$ cat src/rtl/lsu_dm.sv
// Load/store unit in front of a single-port word-addressed data memory.
// Optional LSU_STATS_EN adds saturating load/store/error completion counters.
module lsu_dm #(
  parameter int ADDR_W = 7,
  parameter int DATA_W = 32
) (
  input  logic              clk,
  input  logic              rst,
  input  logic              req_valid,
  output logic              req_ready,
  input  logic              req_we,
  input  logic [1:0]        req_size,
  input  logic              req_unsigned,
  input  logic [ADDR_W-1:0] req_addr,
  input  logic [DATA_W-1:0] req_wdata,
  output logic              resp_valid,
  output logic [DATA_W-1:0] resp_rdata,
  output logic              resp_err,
  output logic [ADDR_W-3:0] dm_addr,
  output logic [DATA_W-1:0] dm_wd,
  output logic              dm_we,
  input  logic [DATA_W-1:0] dm_rd
`ifdef LSU_STATS_EN
  ,
  output logic [15:0]       stat_loads,
  output logic [15:0]       stat_stores,
  output logic [15:0]       stat_errs
`endif
);

  typedef enum logic [1:0] {IDLE, READ, WRITE, RESP} state_e;

  state_e              state_q, state_d;
  logic                we_q, we_d;
  logic [1:0]          size_q, size_d;
  logic                uns_q, uns_d;
  logic [ADDR_W-1:0]   addr_q, addr_d;
  logic [DATA_W-1:0]   wdata_q, wdata_d;
  logic [DATA_W-1:0]   dm_wd_q, dm_wd_d;
  logic [DATA_W-1:0]   resp_rdata_q, resp_rdata_d;
  logic                resp_err_q, resp_err_d;

  logic                accept;
  logic                req_bad;
  logic [4:0]          lane_sh;
  logic [DATA_W-1:0]   lane_mask;
  logic [DATA_W-1:0]   rd_shifted;
  logic [DATA_W-1:0]   load_val;
  logic [DATA_W-1:0]   merged;

  assign accept  = req_valid && (state_q == IDLE);
  assign req_bad = (req_size == 2'b11) ||
                   ((req_size == 2'b01) && req_addr[0]) ||
                   ((req_size == 2'b10) && (req_addr[1:0] != 2'b00));

  always_ff @(posedge clk) begin
    if (rst) state_q <= IDLE;
    else     state_q <= state_d;
  end

  always_comb begin
    state_d = state_q;
    case (state_q)
      IDLE: begin
        if (accept) begin
          if (req_bad)                               state_d = RESP;
          else if (!req_we || (req_size != 2'b10))   state_d = READ;
          else                                       state_d = WRITE;
        end
      end
      READ:    state_d = we_q ? WRITE : RESP;
      WRITE:   state_d = RESP;
      RESP:    state_d = IDLE;
      default: state_d = IDLE;
    endcase
  end

  // Lane handling: word accesses are aligned, so the shift is zero for them.
  always_comb begin
    lane_sh    = {addr_q[1:0], 3'b000};
    lane_mask  = ((size_q == 2'b00) ? DATA_W'(8'hFF) : DATA_W'(16'hFFFF)) << lane_sh;
    rd_shifted = dm_rd >> lane_sh;
    merged     = (dm_rd & ~lane_mask) | ((wdata_q << lane_sh) & lane_mask);
    case (size_q)
      2'b00:   load_val = uns_q ? DATA_W'(rd_shifted[7:0])
                                : {{(DATA_W-8){rd_shifted[7]}}, rd_shifted[7:0]};
      2'b01:   load_val = uns_q ? DATA_W'(rd_shifted[15:0])
                                : {{(DATA_W-16){rd_shifted[15]}}, rd_shifted[15:0]};
      default: load_val = dm_rd;
    endcase
  end

  always_comb begin
    we_d         = we_q;
    size_d       = size_q;
    uns_d        = uns_q;
    addr_d       = addr_q;
    wdata_d      = wdata_q;
    dm_wd_d      = dm_wd_q;
    resp_rdata_d = resp_rdata_q;
    resp_err_d   = resp_err_q;
    case (state_q)
      IDLE: begin
        if (accept) begin
          we_d    = req_we;
          size_d  = req_size;
          uns_d   = req_unsigned;
          addr_d  = req_addr;
          wdata_d = req_wdata;
          if (req_bad) begin
            resp_rdata_d = '0;
            resp_err_d   = 1'b1;
          end else if (req_we && (req_size == 2'b10)) begin
            dm_wd_d = req_wdata;
          end
        end
      end
      READ: begin
        if (we_q) begin
          dm_wd_d = merged;
        end else begin
          resp_rdata_d = load_val;
          resp_err_d   = 1'b0;
        end
      end
      WRITE: begin
        resp_rdata_d = '0;
        resp_err_d   = 1'b0;
      end
      default: ;
    endcase
  end

  always_ff @(posedge clk) begin
    if (rst) begin
      we_q         <= 1'b0;
      size_q       <= '0;
      uns_q        <= 1'b0;
      addr_q       <= '0;
      wdata_q      <= '0;
      dm_wd_q      <= '0;
      resp_rdata_q <= '0;
      resp_err_q   <= 1'b0;
    end else begin
      we_q         <= we_d;
      size_q       <= size_d;
      uns_q        <= uns_d;
      addr_q       <= addr_d;
      wdata_q      <= wdata_d;
      dm_wd_q      <= dm_wd_d;
      resp_rdata_q <= resp_rdata_d;
      resp_err_q   <= resp_err_d;
    end
  end

  assign req_ready  = (state_q == IDLE);
  assign resp_valid = (state_q == RESP);
  assign resp_rdata = resp_rdata_q;
  assign resp_err   = resp_err_q;
  assign dm_addr    = addr_q[ADDR_W-1:2];
  assign dm_wd      = dm_wd_q;
  assign dm_we      = (state_q == WRITE) && !rst;

`ifdef LSU_STATS_EN
  logic [15:0] stat_loads_q, stat_loads_d;
  logic [15:0] stat_stores_q, stat_stores_d;
  logic [15:0] stat_errs_q, stat_errs_d;

  always_comb begin
    stat_loads_d  = stat_loads_q;
    stat_stores_d = stat_stores_q;
    stat_errs_d   = stat_errs_q;
    if (state_q == RESP) begin
      if (resp_err_q) begin
        if (stat_errs_q != '1) stat_errs_d = stat_errs_q + 16'd1;
      end else if (we_q) begin
        if (stat_stores_q != '1) stat_stores_d = stat_stores_q + 16'd1;
      end else begin
        if (stat_loads_q != '1) stat_loads_d = stat_loads_q + 16'd1;
      end
    end
  end

  always_ff @(posedge clk) begin
    if (rst) begin
      stat_loads_q  <= '0;
      stat_stores_q <= '0;
      stat_errs_q   <= '0;
    end else begin
      stat_loads_q  <= stat_loads_d;
      stat_stores_q <= stat_stores_d;
      stat_errs_q   <= stat_errs_d;
    end
  end

  assign stat_loads  = stat_loads_q;
  assign stat_stores = stat_stores_q;
  assign stat_errs   = stat_errs_q;
`endif

endmodule

$ cat config.mk
export PLATFORM = sky130hd
export DESIGN_NAME = lsu_dm
export DESIGN_NICKNAME = d
export VERILOG_FILES = /design/src/rtl/lsu_dm.sv
export SDC_FILE = /design/constraint.sdc
export NUM_CORES = 1
export LEC_CHECK = 0
export CORE_MARGIN = 1
export CORE_UTILIZATION = 30
export DETAILED_ROUTE_END_ITERATION = 6
export PLACE_DENSITY = 0.58
export REMOVE_ABC_BUFFERS = 1
export SLEW_MARGIN = 10
export SYNTH_ARGS = -nofsm -noshare
export SYNTH_HDL_FRONTEND = slang
export SYNTH_SLANG_ARGS = --single-unit
$ cat constraint.sdc
create_clock -name clk -period 2.54 [get_ports clk]
set_input_delay 0.508 -clock clk [delete_from_list [all_inputs] [get_ports clk]]
set_output_delay 0.508 -clock clk [all_outputs]
set_load 0.05 [all_outputs]
Word-level counts from Yosys, hierarchy flattened
Cells that the tools add are included.
Word-level totals
  bits in registers: 110
  bits of input ports: 78
  word-level logic and storage cells: 70
Cells by class
  equality and inequality tests: 14
  shift-type cells: 3
  mux-type cells: 22
  bitwise operators: 4
  reduce and logical (&&, ||, !) cells: 18
Operator list (number)
  two-way mux 32 bit: 9
  one-hot mux 32 bit (2 select lines): 2
  one-hot mux 32 bit (3 select lines): 1
  bitwise AND 32 bit: 2
  NOT 32 bit: 1
  OR 32 bit: 1
  left shift 16 x 5 -> 32 bit: 1
  left shift 32 x 5 -> 32 bit: 1
  right shift 32 x 5 -> 16 bit: 1
  two-way mux 16 bit: 1
  equality test 2 bit, second input constant: 4
  inequality test 2 bit, second input constant: 4
  one-hot mux 2 bit (4 select lines): 1
  equality test 2 x 1 -> 1 bit, second input constant: 3
  two-way mux 2 bit: 3
  inequality test 2 x 1 -> 1 bit, second input constant: 3
  logical AND 1 bit: 5
  AND reduction 5 bit: 1
  logical NOT 2 bit: 2
  two-way mux 1 bit: 4
  AND reduction 4 bit: 1
  nonzero test 2 bit: 2
  logical OR 1 bit: 3
  one-hot mux 1 bit (3 select lines): 1
  3 further kinds: 4

Logic depth before layout (Yosys ltp)
  word-level depth: 8
  gate-level depth with buffers: 8

Least setup slack after synthesis
OpenSTA, ideal clock, no wires.
  path kind: flip-flop to flip-flop
  start point: register state_q[0]
  end point: register dm_wd_q[28] (netlist: dm_wd[28])
  setup time: 0.133 ns
  arrival time: 2.158 ns
  data required time: 2.407 ns
  slack: 0.248 ns
  cell stages (with the launch flop): 8
  path buffers: 1
  cell sequence: dfxtp_1 > inv_1 > ha_1 > nand2_1 > o31a_4 > nor2_2 > buf_2 > a311oi_1
On the way
  cells in the longest elaborated chain, start to end: 4
  elaborated cells between the ends (all ways): 10
  those cells by class: eq/ne: 5; mux: 1; reduce/logical: 4
Ends and longest elaborated chain
  start, declared: line 33  | state_e state_q, state_d;
  start signal, assigned: line 58  | else state_q <= state_d;
  logical NOT 2 bit (*)
  net req_ready: line 10  | output logic req_ready,
  logical AND 1 bit: line 51  | assign accept = req_valid && (state_q == IDLE);
  inequality test 2 x 1 -> 1 bit (no line)
  AND reduction 5 bit (no line)
  end signal, assigned: line 150  | dm_wd_q <= dm_wd_d;
  end, declared: line 39  | logic [DATA_W-1:0] dm_wd_q, dm_wd_d;
Mark *: on every way through the listed nets, which the timed path passes. The rest lies on a longest branch.
A chain may end at the register's enable or synchronous reset.

Final worst setup path
  start point: register state_q[1]
  end point: register dm_wd_q[21] (netlist: dm_wd[21])
On the way
  cells in the longest elaborated chain, start to end: 4
  elaborated cells between the ends (all ways): 10
  those cells by class: eq/ne: 5; mux: 1; reduce/logical: 4
Ends and longest elaborated chain (line)
  logical NOT 2 bit: 51, 102
  logical AND 1 bit: 51
  inequality test 2 x 1 -> 1 bit (no line)
  AND reduction 5 bit (no line)
Several ways; a longest one is shown, not always the timed one.

==> results.toml <==
[routing]
vias = 5138
via_per_inst = 5.603
firstDrtPassIters = 5
avgRoutedWirePerCell_um = 19.61
drc = 0
routed_wl_um = 17980
antenna_left = 0
drt_iter0_drc = 377

[die]
die_h_um = 131.0
die_x_um = 131.0
ios = 151
die_area_um2 = 17170
initial_core_util = 0.3110
rows = 46
core_area_um2 = 16060

[synthesis]
postSynthAreaPerCell_um2 = 8.747
synth.area.mux_share = 0.09469
async_reset_ff_frac = 0
synth_xor_area_frac = 0
ys.flop_type = "dfxtp_1"
synth-seq-area-share = 0.3768
ys_ff_latch = 94
synth.cell_area_um2 = 4995
synth_cell_types = 58
synth_top_family_by_area = "compound AO/OA/AOI/OAI gates"
synth_edf_count = 0
synth_compound_area_frac = 0.3176
synth-adder-area-share = 0.01503
syn_inst = 571
synth_simple_gate_area_frac = 0.1348
yosysWarnings = 0

[hold_path]
min_path_type = "reg2reg"

[cts]
cts-root-buf = "clkbuf_16"
clock-sinks = 94
hold_buffers = 0
cts_tree = "done"
clk-insertion-delay-late_ps = 350
cts_resized = 0
cts_max_path_buffers = 2
htreeDepth = 3
cts_buffers = 9
clk_transition_reported_paths_ps = 60
post_cts_buffers = 0

[global_routing]
grt_usage = 0.2131
grt-ovfl-total = 0
grt_pass1_wl_um = 27430
antenna_found_initial = 0
grt_max_degree = 54
first_global_vias = 4822

[finish]
instances_no_fill = 917
design_area_um2 = 7056
area_delta_synth_final_pct = 41.26
drive_gt1_frac = 0.09986
nNetsFinal = 780
diodes = 0

[sta]
hold_violations = 0
hold_ws_ps = 458.7
rsz0062_at_grt = "false"
slew_headroom = 0.4449
clock.fmax_mhz = 442.4
min_period_ps = 2260
fin_skew_ps = 7.818
tightestPinTransition_ps = 830.9
setup_viol = 0
slew_viol_final = 0
finalCritPeriodShare = 0.8899

[pwr]
irDropWorstVdd_uv = 533.2
p_per_area_nw_per_um2 = 1104
p_leak_nw = 2.412

[placement]
placed_cells = 901
dp.final_hpwl_um = 13290
port_buffers = 150
place_congestion = 0.8642
dpl-instance-area_um2 = 6716

[flow_run]
max-cap-violations = 0

[critical_path]
start_kind = "register"
crit_path_max_fanout = 42
critical_path_required_ps = 2800
crit_path_end_kind = "register"
cp.arrival_ps = 2520
setup.worst_path.class = "reg2reg"

[status]
outcome = "finished, final reports clean"
[state kept, by name, summed over array words and instances, names as in the netlist]
signal / cells
resp_rdata: 32
we_q: 1
state_q: 2
addr_q: 7
wdata_q: 16
resp_err: 1
uns_q: 1
dm_wd: 32
size_q: 2
[cells in the final DEF, fill, tap and decap left out, drive strengths merged, types with 8 or more instances in the layout]
cell           synthesis  final
a2111o                 8      8
dfxtp                 94     94
a311oi                10     10
a21oi                 67     67
a211oi                17     17
nor2                  28     28
o21ai                 11     11
mux2                  14     14
a221oi                16     16
o2bb2ai               23     23
nor3                  10     10
buf                   21     28
mux2i                 27     27
clkbuf                41     12
clkdlybuf4s50          0    147
nor4                   9      9
a32oi                 17     17
nand2                 69     69
[final cells by class]
class                      count  area, µm²
multi-input combinational    408       2816
clock buffer                  12      236.5
sequential                    94       1882
inverter                       7      26.28
timing repair buffer         176       1729
clock inverter                 4      95.09
tap                          216      270.3
fill                        1559       9002
[final timing paths]
path,from,end,slack [ps],cells after the start
setup / recovery,state_q[1]$_SDFFE_PP0P_,dm_wd[21]$_SDFFE_PP0P_,280,7
hold / removal,addr_q[4]$_SDFFE_PP0P_,addr_q[4]$_SDFFE_PP0P_,460,2
setup reg to reg,state_q[1]$_SDFFE_PP0P_,dm_wd[21]$_SDFFE_PP0P_,280,7
hold reg to reg,addr_q[4]$_SDFFE_PP0P_,addr_q[4]$_SDFFE_PP0P_,460,2
[synthesized netlist by cell type (11+ instances only)]
library cell   n  share of area
a32oi_1       17          0.030
a21oi_1       67          0.067
a221oi_1      16          0.028
clkbuf_1      41          0.031
o2bb2ai_1     23          0.040
o21ai_0       11          0.011
dfxtp_1       94           0.38
mux2_2        14          0.032
nand2_1       69          0.052
a211oi_1      17          0.026
mux2i_1       27          0.054
buf_2         13          0.013
nor2_1        26          0.020
[where the power goes]
group          total, W  switching, W  internal (W)  leakage [nW]
Sequential      0.00208      0.000259       0.00182         0.765
Clock           0.00155      0.000583      0.000963         0.161
Combinational   0.00416       0.00267       0.00149          1.49
[through the flow]
step | power [W] | worst slack [ps] | TNS, ps | util
floorplan | 0.004726 | -882.3 | -34060 | -
global placement | 0.006180 | 117.5 | 0 | 0.4183
detailed placement | 0.006259 | 50.43 | 0 | 0.4183
CTS | 0.007811 | 16.67 | 0 | 0.4389
global route | 0.008224 | 81.55 | 0 | 0.4394
finish | 0.007786 | 279.6 | 0 | 0.4394
[routing by layer]
layer,global-route usage,vias to the layer above,share of wire
met5,0,-,0
met4,0.06423,0,0.013
met3,0.04194,17,0.067
met2,0.3427,220,0.47
met1,0.2873,2461,0.45
li1,-,2440,-
[critical path, stage by stage, from the launching register on]
cell      delay [ps]
dfxtp_1          360
inv_1            120
ha_1             220
clkinv_1         120
buf_4            280
nor2_1           550
a221oi_1         220
a211oi_1         290
[cells by family after synthesis]
group / count (synthesis)
muxes: 43
AOI/OAI and AO/OA: 215
and+or+nand+nor: 144
DFF: 94
adders and majority gates: 6
buffers and inverters: 69
(Power assumes the default switching activity.)
